## src/rtl/fifo_rd_packer_if.sv

```systemverilog
// fifo_rd_packer_if
//   Wide-beat valid/ready stream produced by fifo_rd_packer.
//   Signals:
//     m_data  [IN_W*RATIO]  packed beat, lane k = bits [k*IN_W +: IN_W], lane 0 = oldest word
//     m_keep  [RATIO]       lane k carries valid data
//     m_valid               beat valid
//     m_ready               sink accepts the beat when m_valid && m_ready
//   Modports: master (packer side), slave (downstream sink side).
interface fifo_rd_packer_if #(
  parameter int IN_W  = 8,
  parameter int RATIO = 4
);
  logic [IN_W*RATIO-1:0] m_data;
  logic [RATIO-1:0]      m_keep;
  logic                  m_valid;
  logic                  m_ready;

  modport master (output m_data, output m_keep, output m_valid, input m_ready);
  modport slave  (input m_data, input m_keep, input m_valid, output m_ready);
endinterface

```

## src/rtl/fifo_rd_packer.sv

```systemverilog
// fifo_rd_packer
//   Read-side consumer of a first-word-fall-through FIFO. Pops FIFO words and packs
//   RATIO consecutive words into one wide beat, lane 0 first. A flush request closes a
//   partially filled beat; unused lanes are zero and m_keep marks the filled lanes.
//   Optional feature macro: FIFO_RD_PACKER_TIMEOUT_EN -- when defined, a partial beat
//   that sees TIMEOUT consecutive cycles without a pop is closed as if flushed.
//   Ports:
//     clock, reset  single clock, synchronous active-high reset
//     fifo_dout     FIFO head word (valid while !fifo_empty)
//     fifo_empty    FIFO empty flag
//     fifo_rd       pop strobe, never high while fifo_empty
//     flush         one-cycle request to close the current partial beat
//     m             fifo_rd_packer_if.master output beat stream
module fifo_rd_packer #(
  parameter int IN_W    = 8,
  parameter int RATIO   = 4,
  parameter int TIMEOUT = 64
) (
  input  logic                   clock,
  input  logic                   reset,
  input  logic [IN_W-1:0]        fifo_dout,
  input  logic                   fifo_empty,
  output logic                   fifo_rd,
  input  logic                   flush,
  fifo_rd_packer_if.master       m
);

  localparam int IDX_W = $clog2(RATIO);
  localparam int OUT_W = IN_W * RATIO;

  typedef enum logic {FILL = 1'b0, DONE = 1'b1} acc_state_t;

  acc_state_t       state, state_nxt;
  logic [OUT_W-1:0] acc_data, acc_data_nxt;
  logic [RATIO-1:0] acc_keep, acc_keep_nxt;
  logic [IDX_W-1:0] idx, idx_nxt;
  logic             out_free;
  logic             pop;
  logic             drain;
  logic             flush_eff;

`ifdef FIFO_RD_PACKER_TIMEOUT_EN
  localparam int TMR_W = $clog2(TIMEOUT + 1);
  logic [TMR_W-1:0] timer;
  logic             tmo_hit;

  // Idle cycles are counted only while a partial beat is open; a pop restarts the count.
  assign tmo_hit   = (state == FILL) && (idx != '0) && !pop && (timer == TMR_W'(TIMEOUT - 1));
  assign flush_eff = flush || tmo_hit;

  always_ff @(posedge clock) begin
    if (reset)
      timer <= '0;
    else if ((state != FILL) || pop || (idx == '0) || tmo_hit)
      timer <= '0;
    else
      timer <= timer + 1'b1;
  end
`else
  assign flush_eff = flush;
`endif

  assign out_free = !m.m_valid || m.m_ready;
  // A completed accumulator may only accept a new word in the cycle it hands off.
  assign pop      = !reset && !fifo_empty && ((state == FILL) || out_free);
  assign drain    = (state == DONE) && out_free;
  assign fifo_rd  = pop;

  always_comb begin
    state_nxt    = state;
    acc_data_nxt = acc_data;
    acc_keep_nxt = acc_keep;
    idx_nxt      = idx;
    if (drain) begin
      // Hand-off cycle: a word popped now starts the next beat in lane 0.
      state_nxt    = FILL;
      acc_data_nxt = '0;
      acc_keep_nxt = '0;
      idx_nxt      = '0;
      if (pop) begin
        acc_data_nxt[IN_W-1:0] = fifo_dout;
        acc_keep_nxt[0]        = 1'b1;
        idx_nxt                = IDX_W'(1);
      end
    end else if (state == FILL) begin
      if (pop) begin
        acc_data_nxt[idx*IN_W +: IN_W] = fifo_dout;
        acc_keep_nxt[idx]              = 1'b1;
      end
      if (pop && (idx == IDX_W'(RATIO - 1)))
        state_nxt = DONE;
      else if (flush_eff && ((idx != '0) || pop))
        state_nxt = DONE;
      else if (pop)
        idx_nxt = idx + 1'b1;
    end
  end

  // Accumulator stage
  always_ff @(posedge clock) begin
    if (reset) begin
      state    <= FILL;
      acc_data <= '0;
      acc_keep <= '0;
      idx      <= '0;
    end else begin
      state    <= state_nxt;
      acc_data <= acc_data_nxt;
      acc_keep <= acc_keep_nxt;
      idx      <= idx_nxt;
    end
  end

  // Output register stage
  always_ff @(posedge clock) begin
    if (reset) begin
      m.m_valid <= 1'b0;
      m.m_data  <= '0;
      m.m_keep  <= '0;
    end else if (drain) begin
      m.m_valid <= 1'b1;
      m.m_data  <= acc_data;
      m.m_keep  <= acc_keep;
    end else if (m.m_ready) begin
      m.m_valid <= 1'b0;
    end
  end

endmodule

```

## src/flat_wrapper.sv

```systemverilog
// flat-port wrapper written by rule: the top's interface ports become plain ports
module fifo_rd_packer_flat 
#(
  parameter int IN_W    = 8,
  parameter int RATIO   = 4,
  parameter int TIMEOUT = 64
)
  (clock, reset, fifo_dout, fifo_empty, fifo_rd, flush, m_m_data, m_m_keep, m_m_valid, m_m_ready);
  fifo_rd_packer_if #(.IN_W(IN_W), .RATIO(RATIO)) m_i ();
  input  logic clock;
  input  logic reset;
  input  logic [IN_W-1:0] fifo_dout;
  input  logic fifo_empty;
  output logic fifo_rd;
  input  logic flush;
  output wire logic [$bits(m_i.m_data)-1:0] m_m_data;
  output wire logic [$bits(m_i.m_keep)-1:0] m_m_keep;
  output wire logic [$bits(m_i.m_valid)-1:0] m_m_valid;
  input wire logic [$bits(m_i.m_ready)-1:0] m_m_ready;
  assign m_m_data = m_i.m_data;
  assign m_m_keep = m_i.m_keep;
  assign m_m_valid = m_i.m_valid;
  assign m_i.m_ready = m_m_ready;
  fifo_rd_packer #(.IN_W(IN_W), .RATIO(RATIO), .TIMEOUT(TIMEOUT)) u_core (.clock(clock), .reset(reset), .fifo_dout(fifo_dout), .fifo_empty(fifo_empty), .fifo_rd(fifo_rd), .flush(flush), .m(m_i));
endmodule
```

## config.mk

```make
export PLATFORM = sky130hd
export DESIGN_NAME = fifo_rd_packer_flat
export DESIGN_NICKNAME = d
export VERILOG_FILES = /design/src/rtl/fifo_rd_packer_if.sv /design/src/rtl/fifo_rd_packer.sv /design/src/flat_wrapper.sv
export SDC_FILE = /design/constraint.sdc
export NUM_CORES = 1
export LEC_CHECK = 0
export ABC_AREA = 1
export CAP_MARGIN = 10
export CORE_UTILIZATION = 33
export CTS_BUF_LIST = sky130_fd_sc_hd__clkbuf_8 sky130_fd_sc_hd__clkbuf_16
export DETAILED_ROUTE_END_ITERATION = 8
export GPL_ROUTABILITY_DRIVEN = 0
export SLEW_MARGIN = 30
export SYNTH_ARGS = -nofsm -noshare
export SYNTH_HDL_FRONTEND = slang
export SYNTH_SLANG_ARGS = --single-unit
```

## constraint.sdc

```tcl
create_clock -name clock -period 3.45 [get_ports clock]
set_input_delay 0.69 -clock clock [delete_from_list [all_inputs] [get_ports clock]]
set_output_delay 0.69 -clock clock [all_outputs]
set_load 0.03 [all_outputs]
```

==> results of run 1 <==
==> cells in the final DEF, fill, tap and decap left out, drive strengths merged <==
cell            n
a21oi          34
a22oi           1
a31oi           2
buf             4
bufinv          3
clkbuf         11
clkdlybuf4s50  50
clkinv          1
clkinvlp        1
dfxtp          76
ha              7
inv            36
nand2          41
nand3          36
nand4           7
nor2           92
nor3           22
nor3b           1
o21ai          37
o221ai          1
or2             8
==> state kept, by name, summed over array words and instances (netlist names) <==
name,count
u_core.acc_data,32
u_core.state,1
u_core.acc_keep,4
u_core.idx,2
u_core.m.m_valid,1
u_core.m.m_data,32
u_core.m.m_keep,4
==> cells in the mapped netlist <==
cell,number,share of area
sky130_fd_sc_hd__nor3_1,22,0.035
sky130_fd_sc_hd__nand2_2,5,0.0099
sky130_fd_sc_hd__a22oi_1,1,0.0024
sky130_fd_sc_hd__nand4_1,7,0.014
sky130_fd_sc_hd__clkinv_1,1,0.0012
sky130_fd_sc_hd__or2_0,2,0.0039
sky130_fd_sc_hd__buf_1,2,0.0024
sky130_fd_sc_hd__buf_4,2,0.0047
sky130_fd_sc_hd__o21ai_0,37,0.058
sky130_fd_sc_hd__buf_2,13,0.020
sky130_fd_sc_hd__nand2_1,36,0.043
sky130_fd_sc_hd__ha_1,7,0.028
sky130_fd_sc_hd__clkbuf_1,6,0.0071
sky130_fd_sc_hd__or2_2,6,0.012
sky130_fd_sc_hd__nand3_1,36,0.057
sky130_fd_sc_hd__a31oi_1,2,0.0039
sky130_fd_sc_hd__nor2_1,90,0.11
sky130_fd_sc_hd__o221ai_1,1,0.0028
sky130_fd_sc_hd__inv_2,3,0.0035
sky130_fd_sc_hd__a21oi_1,34,0.054
sky130_fd_sc_hd__nor3b_1,1,0.0024
sky130_fd_sc_hd__nor2_2,1,0.0020
sky130_fd_sc_hd__dfxtp_1,76,0.48
sky130_fd_sc_hd__buf_6,2,0.0071
sky130_fd_sc_hd__inv_1,32,0.038
sky130_fd_sc_hd__nor2_4,1,0.0035
==> per-layer routing <==
metal	up-vias	wire length (um)
met4	0	121
met3	11	320
met5	-	0
met2	52	3390
li1	1477	-
met1	1286	3430
==> cells by family after synthesis <==
group,after synthesis
DFF,76
adders and majority gates,7
buffers and inverters,61
and+or+nand+nor,207
AOI/OAI and AO/OA,75
==> area by class of cell <==
cell class,instances,area share
sequential,76,0.381
tap,129,0.0404
inverter,36,0.0339
timing repair buffer,54,0.133
clock inverter,5,0.0266
clock buffer,11,0.0379
multi-input combinational,289,0.347
==> final timing paths <==
path,from,end,slack [ns],depth (start not counted)
worst max register to register,u_core.idx[1],u_core.acc_data[23],1.56,8
worst min-delay path,u_core.acc_keep[2],u_core.m.m_keep[2],0.45,2
worst min register to register,u_core.acc_keep[2],u_core.m.m_keep[2],0.45,2
worst max-delay path,reset,fifo_rd,0.36,5
==> metrics by stage <==
stage	total power, mW	hold WS, ns	area (um^2)	instances
after floorplan	1.53	0.429	3170	426
after global placement	1.75	0.441	3730	584
after detailed placement	1.75	0.447	3730	584
after CTS	2.60	0.449	3990	600
after global routing	2.74	0.477	3990	600
final	2.58	0.448	3990	600
==> power groups by stage <==
stage | Sequential, mW | Combinational, mW | Clock, mW
finish | 1.02 | 0.710 | 0.854
global route | 1.03 | 0.789 | 0.921
detailed placement | 1.04 | 0.711 | 0
CTS | 1.02 | 0.714 | 0.868
floorplan | 1.16 | 0.373 | 0
global placement | 1.04 | 0.706 | 0
==> worst max-delay path: stages <==
cell	delay (ns)
sky130_fd_sc_hd__clkdlybuf4s50_1	0.48
sky130_fd_sc_hd__nor2_1	0.20
sky130_fd_sc_hd__nand2_1	0.12
sky130_fd_sc_hd__clkinv_1	0.19
sky130_fd_sc_hd__clkdlybuf4s50_1	0.71
==> qor.yml, run 1 <==
power_and_ir_drop:
  net_switching_power_figure_mw: 0.834
  vdd.ir_drop.worst_uv: 265
  power.clock.fraction: 0.331
  sequential_cell_fraction_of_total_power: 0.394
  switching_share: 0.323
  cellPowerDensity_mw_per_mm2: 647
  p_int_mw: 1.75
  share_comb_of_total_power: 0.275
  p_leak_nw: 1.57
drt:
  drt-pass1-iter-count: 4
  via_count: 2826
  routed_wirelength_um: 7270
  wl_per_cell_um: 12.1
  ant_nets: 0
  initial_drt_markers: 107
  remaining_drc_errors: 0
  via_per_inst: 4.71
clock_tree:
  clock_tree.buffer_depth: 2
  cts_root_buffer: "sky130_fd_sc_hd__clkbuf_8"
  post_cts.repair.setup_buffers: 0
  clkLatencyLatePin_ns: 0.35
  cts_htree_levels: 3
  clkSlewWorstSetupHoldPaths_ns: 0.08
  cts_bufs_inserted: 9
  tritoncts: "done"
  hold_buffers: 0
  clock_sinks: 76
  cts.repair.resized: 0
sta:
  clock.fmax_mhz: 324
  worst_clock_skew_on_the_final_layout_ns: 0.00829
  relSlewSlack: 0.699
  tmin_final_ns: 3.09
  timing.final.setup_violations: 0
  period_share: 0.894
  timing.final.max_slew_violations: 0
  max_slew.worst_pin.slew_ns: 0.450
  rsz0062_at_grt: "false"
  pnr_worst_setup_slack_ns: 0.365
  timing.setup.tns_ns: 0
  final_hold_viol_count: 0
status:
  run_status: "completed"
final_layout:
  antennaDiodeCount: 0
  multi_input_comb_area_mm2: 0.00139
  fillCellCount: 987
  layout.core_utilization: 0.430
  sequential_cell_area_mm2: 0.00152
  flow.area_growth_from_synthesis_pct: 25.7
  final_net_count: 486
  layout-drive-gt1-share: 0.0764
logic_synthesis:
  yosys_warnings: 0
  sequential_element_share_of_the_synthesized_area: 0.479
  postSynthNetCount: 446
  netlist_area_pre_place_mm2: 0.00317
  synth-compound-area-share: 0.121
  post_synth_mux_area_share: 0
  synth-adder-area-share: 0.0276
  ys_ff_latch: 76
  yosys.area_share.simple: 0.288
  xor_xnor_share_of_the_synthesized_area: 0
  netlist_instances: 426
  synth_top_family_by_area: "simple AND/OR/NAND/NOR gates"
  post_synth.cell_area_avg_um2: 7.45
  synth_cell_types: 26
placement:
  preCtsSetupSlack_ns: 0.390
  io_buffer_count: 50
  post-dp-hpwl_um: 5110
global_routing:
  grtUsageMet1: 0.200
  first_global_vias: 2608
  grt_max_degree: 48
  top_usage_layer: "met2"
  grt_antenna_before_repair: 0
  global_route.usage.met3: 0.0439
  first_pass_grt_wire_length_um: 12400
  gr-usage-all-layers: 0.158
  global_route.usage.met2: 0.260
  grt.overflow.total: 0
setup_path:
  worstPathMaxFanout: 10
  worstSetupEndpointType: "output port"
  critPathLaunchType: "input port"
  required_ns: 2.76
  setup.worst_path.class: "in -> out"
  data_arrival_at_the_endpoint_of_the_critical_path_ns: 2.40
floorplan:
  top_level_ports: 51
  die_x_um: 100
  starting_density_of_the_core: 0.342
  floorplan.core_area_mm2: 0.00928
  std_cell_rows: 35
  design.die.area_mm2: 0.0100
  die_y_um: 100
job:
  maxCapViolCount: 0
hold_path:
  hold_class: "reg -> reg"
(Power assumes the default switching activity.)
==> run 2, diff against run 1 <==
--- a/config.mk
+++ b/config.mk
@@ -7,6 +7,7 @@
 export LEC_CHECK = 0
 export ABC_AREA = 1
 export CAP_MARGIN = 10
+export CORE_MARGIN = 10
 export CORE_UTILIZATION = 33
 export CTS_BUF_LIST = sky130_fd_sc_hd__clkbuf_8 sky130_fd_sc_hd__clkbuf_16
 export DETAILED_ROUTE_END_ITERATION = 8
==> run 2 against run 1 <==
  * Routed wire length rose by 7.1%
  * Maximum frequency is 5.2% higher
  * Clock skew hardly changed
  * Setup slack improved by 0.15 ns
  * Critical path depth unchanged
  * Total power up 1.3%
  * Core utilization increased by 0.15 points
  * Cell area grew 0.34%
  * Sequential power barely moved
  * Clock-buffer cell count down 2
  * Combinational power grew 1%
  * Critical endpoint unchanged
  * Largest power group unchanged
  * Highest routed layer unchanged
==> qor.yml, run 2 (synthesized netlist as in run 1, its figures left out) <==
global_routing:
  gr-usage-all-layers: 0.112  # was 0.158
  first_pass_grt_wire_length_um: 13100  # was 12400 um
  grt.overflow.total: 0  # unchanged
  first_global_vias: 2627  # was 2608
  grt_max_degree: 48  # unchanged
  grt_antenna_before_repair: 0  # unchanged
clock_tree:
  cts_bufs_inserted: 9  # unchanged
  clock_tree.buffer_depth: 2  # unchanged
  cts.repair.resized: 0  # unchanged
  hold_buffers: 0  # unchanged
  cts_root_buffer: "sky130_fd_sc_hd__clkbuf_8"  # unchanged
  clkSlewWorstSetupHoldPaths_ns: 0.08  # about the same
  tritoncts: "done"  # unchanged
  cts_htree_levels: 3  # unchanged
  clkLatencyLatePin_ns: 0.36  # was 0.35 ns
  clock_sinks: 76  # unchanged
  post_cts.repair.setup_buffers: 0  # unchanged
sta:
  relSlewSlack: 0.688  # was 0.699
  final_hold_viol_count: 0  # unchanged
  timing.final.max_slew_violations: 0  # unchanged
  max_slew.worst_pin.slew_ns: 0.467  # was 0.450 ns
  period_share: 0.850  # was 0.894
  worst_clock_skew_on_the_final_layout_ns: 0.00826  # was 0.00829 ns
  timing.setup.tns_ns: 0  # unchanged
  rsz0062_at_grt: "false"  # unchanged
  timing.final.setup_violations: 0  # unchanged
  tmin_final_ns: 2.93  # was 3.09 ns
  clock.fmax_mhz: 341  # was 324 MHz
drt:
  via_count: 2764  # was 2826
  routed_wirelength_um: 7790  # was 7270 um
  drt-pass1-iter-count: 4  # unchanged
  remaining_drc_errors: 0  # unchanged
  wl_per_cell_um: 13.0  # was 12.1 um
  ant_nets: 0  # unchanged
  initial_drt_markers: 165  # was 107
  via_per_inst: 4.60  # was 4.71
floorplan:
  starting_density_of_the_core: 0.342  # unchanged
  top_level_ports: 51  # unchanged
  std_cell_rows: 35  # unchanged
  floorplan.core_area_mm2: 0.00928  # unchanged
  die_y_um: 118  # was 100 um
  design.die.area_mm2: 0.0139  # was 0.0100 mm^2
  die_x_um: 118  # was 100 um
setup_path:
  critPathLaunchType: "input port"  # unchanged
  critPathTopFamily: "buffers and inverters"  # unchanged
  timing.rr.start: "u_core.idx[0]"  # was u_core.idx[1]
  worstSetupStartpoint: "reset"  # unchanged
  setup.worst_path.class: "in -> out"  # unchanged
  timing.critical_path.cells: "clkdlybuf4s50_1, nor2_1, nand2_1, clkinv_1, clkdlybuf4s50_1"  # unchanged
  data_arrival_at_the_endpoint_of_the_critical_path_ns: 2.24  # was 2.40 ns
  cp.buffers_inverters: 3  # unchanged
  timing.critical_path.mode_cell: "sky130_fd_sc_hd__clkdlybuf4s50_1"  # unchanged
  slowest_stage: "sky130_fd_sc_hd__clkdlybuf4s50_1"  # unchanged
  worstSetupEndpointType: "output port"  # unchanged
  cp_slowest_stage_delay_ns: 0.68  # was 0.71 ns
  worst_r2r_path_depth: 9  # was 8
  worstPathMaxFanout: 4  # was 10
  required_ns: 2.76  # about the same
  cp.depth: 5  # unchanged
job:
  maxCapViolCount: 0  # unchanged
final_layout:
  layout.cells.most_common_list: "90 x sky130_fd_sc_hd__nor2_1, 76 x sky130_fd_sc_hd__dfxtp_1, 50 x sky130_fd_sc_hd__clkdlybuf4s50_1"  # unchanged
  final_net_count: 487  # was 486
  mostFrequentLayoutCell: "sky130_fd_sc_hd__nor2_1"  # unchanged
  layout-drive-gt1-share: 0.0763  # was 0.0764
  reg_top3: "u_core.acc_data: 32 flops, u_core.m.m_data: 32 flops"  # unchanged
  sequential_cell_area_mm2: 0.00152  # unchanged
  multi_input_comb_area_mm2: 0.00139  # unchanged
  flow.area_growth_from_synthesis_pct: 26.2  # was 25.7%
  fillCellCount: 1013  # was 987
  antennaDiodeCount: 0  # unchanged
  final_design_area_no_fill_mm2: 0.00401  # was 0.00399 mm^2
  layout.core_utilization: 0.431  # was 0.430
power_and_ir_drop:
  cellPowerDensity_mw_per_mm2: 654  # was 647 mW/mm^2
  p_leak_nw: 1.58  # was 1.57 nW
  vdd.ir_drop.worst_uv: 186  # was 265 uV
placement:
  placed_cell_area_mm2: 0.00374  # was 0.00373 mm^2
  post-dp-hpwl_um: 5610  # was 5110 um
  io_buffer_count: 50  # unchanged
status:
  run_status: "completed"  # unchanged
hold_path:
  hold_class: "reg -> reg"  # unchanged
  hold_depth: 2  # unchanged
  hp-start: "u_core.acc_keep[3]"  # was u_core.acc_keep[2]
==> run 2: cell count changes in the layout (fill, tap and decap cells not counted), sizes merged <==
| cell | previous run | this run |
|---|---|---|
| clkbuf | 11 | 9 |
| buf | 4 | 5 |
| bufinv | 3 | 4 |
| clkinv | 1 | 2 |
==> run 2: final cells by class <==
class,count,share of cell area
Clock buffer,9,0.0309
Clock inverter,7,0.0350
Inverter,36,0.0337
Multi-Input combinational cell,289,0.346
Sequential cell,76,0.380
Tap cell,129,0.0403
Timing Repair Buffer,55,0.134
==> run 2: final timing paths <==
check,endpoint,slack [ns]
worst max register to register,u_core.idx[0],1.57
worst max-delay path,fifo_rd,0.52
worst min-delay path,u_core.m.m_keep[3],0.46
worst min register to register,u_core.m.m_keep[3],0.46
==> run 2: where the power goes <==
group          internal [mW]  switching (mW)  total [mW]
clock                  0.552           0.330       0.882
sequential             0.971          0.0486        1.02
combinational          0.257           0.459       0.717
total                   1.78           0.837        2.62
==> run 2: stage by stage <==
step           instances  hold slack [ns]  power, mW  setup slack, ns
2_1_floorplan        426            0.429       1.53             1.55
3_3_place_gp         585            0.441       1.76            0.521
3_5_place_dp         585            0.449       1.76            0.519
4_1_cts              601            0.460       2.66            0.501
5_1_grt              601            0.475       2.77            0.436
6_report             601            0.461       2.62            0.519
==> run 2: routing by layer <==
layer  share of wire  wire length (um)  GRT usage  up-vias
li1                -                 -          -     1470
met1            0.45              3510      0.131     1234
met2            0.48              3720      0.183       53
met3           0.057               447     0.0398        7
met4           0.014               110     0.0417        0
met5               0                 0          0        -
==> run 2: tightest hold or removal path, delay by kind of cell (launching register included) <==
kind                   cells  cell delay [ns]
buffers and inverters      1             0.06
AO/OA/AOI/OAI              1             0.06
flip-flops                 1             0.30
==> run 3, diff against run 2 <==
==> constraint.sdc (replaced) <==
create_clock -name clock -period 2.6 [get_ports clock]
set_input_delay 0.52 -clock clock [delete_from_list [all_inputs] [get_ports clock]]
set_output_delay 0.52 -clock clock [all_outputs]
set_load 0.03 [all_outputs]
==> run 3 against run 2 <==
  * Routed wire length grew 1.5%
  * Setup slack lost 0.021 ns
  * Core utilization shrank 0.30 points
  * Clock skew shrank 0.0022 ns
  * Critical path type unchanged
  * Non-clock buffer count grew 3
  * Worst hold slack lost 0.0018 ns
  * Clock power grew 10%
  * Combinational power grew 34%
  * Largest power group unchanged
==> qor.yml, run 3 (synthesized netlist as in run 1, its figures left out) <==
sta:
  max_slew.worst_pin.slew_ns: 0.474  # was 0.467 ns
  final_hold_viol_count: 0  # unchanged
  timing.setup.tns_ns: 0  # unchanged
  rsz0062_at_grt: "false"  # unchanged
  worst_clock_skew_on_the_final_layout_ns: 0.00610  # was 0.00826 ns
  tmin_final_ns: 2.10
  pnr_worst_setup_slack_ns: 0.497  # was 0.519 ns
  period_share: 0.809
  clock.fmax_mhz: 476
  relSlewSlack: 0.684  # was 0.688
  timing.final.setup_violations: 0  # unchanged
  timing.final.max_slew_violations: 0  # unchanged
setup_path:
  data_arrival_at_the_endpoint_of_the_critical_path_ns: 1.58  # was 2.24 ns
  worstPathMaxFanout: 4  # unchanged
  critPathLaunchType: "input port"  # unchanged
  setup.worst_path.class: "in -> out"  # unchanged
  required_ns: 2.08  # was 2.76 ns
  worstSetupEndpointType: "output port"  # unchanged
placement:
  preCtsSetupSlack_ns: 0.373  # was 0.519 ns
  io_buffer_count: 50  # unchanged
  post-dp-hpwl_um: 5870  # was 5610 um
floorplan:
  design.die.area_mm2: 0.0139  # unchanged
  top_level_ports: 51  # unchanged
  floorplan.core_area_mm2: 0.00928  # unchanged
  die_x_um: 118  # unchanged
  die_y_um: 118  # unchanged
  std_cell_rows: 35  # unchanged
  starting_density_of_the_core: 0.342  # unchanged
final_layout:
  flow.area_growth_from_synthesis_pct: 25.3  # was 26.2%
  reg_top3: "u_core.acc_data: 32 flops, u_core.m.m_data: 32 flops"  # unchanged
  antennaDiodeCount: 0  # unchanged
  final_net_count: 490  # was 487
  layout-drive-gt1-share: 0.0842  # was 0.0763
  layout.cells.most_common_list: "90 x sky130_fd_sc_hd__nor2_1, 76 x sky130_fd_sc_hd__dfxtp_1, 49 x sky130_fd_sc_hd__clkdlybuf4s50_1"  # was 90 x sky130_fd_sc_hd__nor2_1, 76 x sky130_fd_sc_hd__dfxtp_1, 50 x sky130_fd_sc_hd__clkdlybuf4s50_1
  mostFrequentLayoutCell: "sky130_fd_sc_hd__nor2_1"  # unchanged
global_routing:
  grt_max_degree: 48  # unchanged
  first_pass_grt_wire_length_um: 13100  # about the same
  grt_antenna_before_repair: 0  # unchanged
  first_global_vias: 2706  # was 2627
  gr-usage-all-layers: 0.112  # about the same
  grt.overflow.total: 0  # unchanged
power_and_ir_drop:
  p_leak_nw: 1.58  # about the same
  switching_share: 0.332  # was 0.320
  share_comb_of_total_power: 0.293  # was 0.274
  p_int_mw: 2.19  # was 1.78 mW
  cellPowerDensity_mw_per_mm2: 826  # was 654 mW/mm^2
  net_switching_power_figure_mw: 1.09  # was 0.837 mW
  sequential_cell_fraction_of_total_power: 0.411  # was 0.389
  power.clock.fraction: 0.296  # was 0.337
  vdd.ir_drop.worst_uv: 339  # was 186 uV
hold_path:
  hold_class: "reg -> reg"  # unchanged
clock_tree:
  tritoncts: "done"  # unchanged
  clock_tree.buffer_depth: 2  # unchanged
  cts_root_buffer: "sky130_fd_sc_hd__clkbuf_8"  # unchanged
  post_cts.repair.setup_buffers: 0  # unchanged
  hold_buffers: 0  # unchanged
  cts.repair.resized: 0  # unchanged
  clock_sinks: 76  # unchanged
  cts_htree_levels: 3  # unchanged
  clkLatencyLatePin_ns: 0.35  # was 0.36 ns
  cts_bufs_inserted: 9  # unchanged
  clkSlewWorstSetupHoldPaths_ns: 0.07  # was 0.08 ns
drt:
  routed_wirelength_um: 7900  # was 7790 um
  via_per_inst: 4.75  # was 4.60
  initial_drt_markers: 186  # was 165
  wl_per_cell_um: 13.1  # was 13.0 um
  drt-pass1-iter-count: 4  # unchanged
  remaining_drc_errors: 0  # unchanged
  via_count: 2872  # was 2764
  ant_nets: 0  # unchanged
job:
  maxCapViolCount: 0  # unchanged
status:
  run_status: "completed"  # unchanged
-- run 3: cell count changes in the layout (fill, tap and decap cells not counted) --
cell / previous run / this run
sky130_fd_sc_hd__buf_4: 5 / 9
sky130_fd_sc_hd__bufinv_16: 4 / 2
sky130_fd_sc_hd__clkbuf_8: 9 / 10
sky130_fd_sc_hd__clkdlybuf4s50_1: 50 / 49
sky130_fd_sc_hd__clkinv_2: 0 / 3
sky130_fd_sc_hd__clkinv_4: 1 / 0
sky130_fd_sc_hd__clkinvlp_4: 1 / 0
-- run 3: metrics by stage --
step	power [mW]	hold slack (ns)	std cells	utilization	cell area (um^2)
floorplan	2.03	0.429	426	-	3170
global placement	2.34	0.443	588	0.405	3760
detailed placement	2.35	0.450	588	0.405	3760
CTS	3.33	0.462	604	0.428	3980
global route	3.49	0.477	604	0.428	3980
finish	3.29	0.460	604	0.428	3980
-- run 3: path summary, 6_finish.rpt --
kind                                       endpoint  cells after the start  slack (ns)               start
worst max register to register  u_core.acc_data[19]                      8        0.70       u_core.idx[1]
worst max-delay path                        fifo_rd                      5        0.50               reset
worst min register to register   u_core.m.m_keep[2]                      2        0.46  u_core.acc_keep[2]
worst min-delay path             u_core.m.m_keep[2]                      2        0.46  u_core.acc_keep[2]
-- run 3: cell type report --
cell class | count | area, um^2
fillers | 999 | 5310
flip-flops and latches | 76 | 1520
multi-input cells | 289 | 1390
repair buffers | 58 | 558
well taps | 129 | 161
clock buffers | 10 | 138
inverters | 36 | 135
clock inverters | 6 | 78.8
-- run 3: per-layer routing --
layer	routed length [um]	up-vias	GRT usage
met4	119	0	0.0487
met1	3570	1314	0.133
met3	467	7	0.0345
li1	-	1480	-
met5	0	-	0
met2	3750	71	0.183
-- run 3: worst max-delay path, stage by stage --
cell                              delay (ns)
sky130_fd_sc_hd__clkdlybuf4s50_1        0.48
sky130_fd_sc_hd__nor2_1                 0.21
sky130_fd_sc_hd__nand2_1                0.13
sky130_fd_sc_hd__clkinv_1               0.08
sky130_fd_sc_hd__buf_4                  0.15
-- run 3: power by group through the flow --
stage	logic (mW)	clock network, mW	registers [mW]
2_1_floorplan	0.494	0	1.54
3_3_place_gp	0.959	0	1.38
3_5_place_dp	0.972	0	1.38
4_1_cts	0.974	1.00	1.35
5_1_grt	1.07	1.05	1.37
6_report	0.963	0.972	1.35
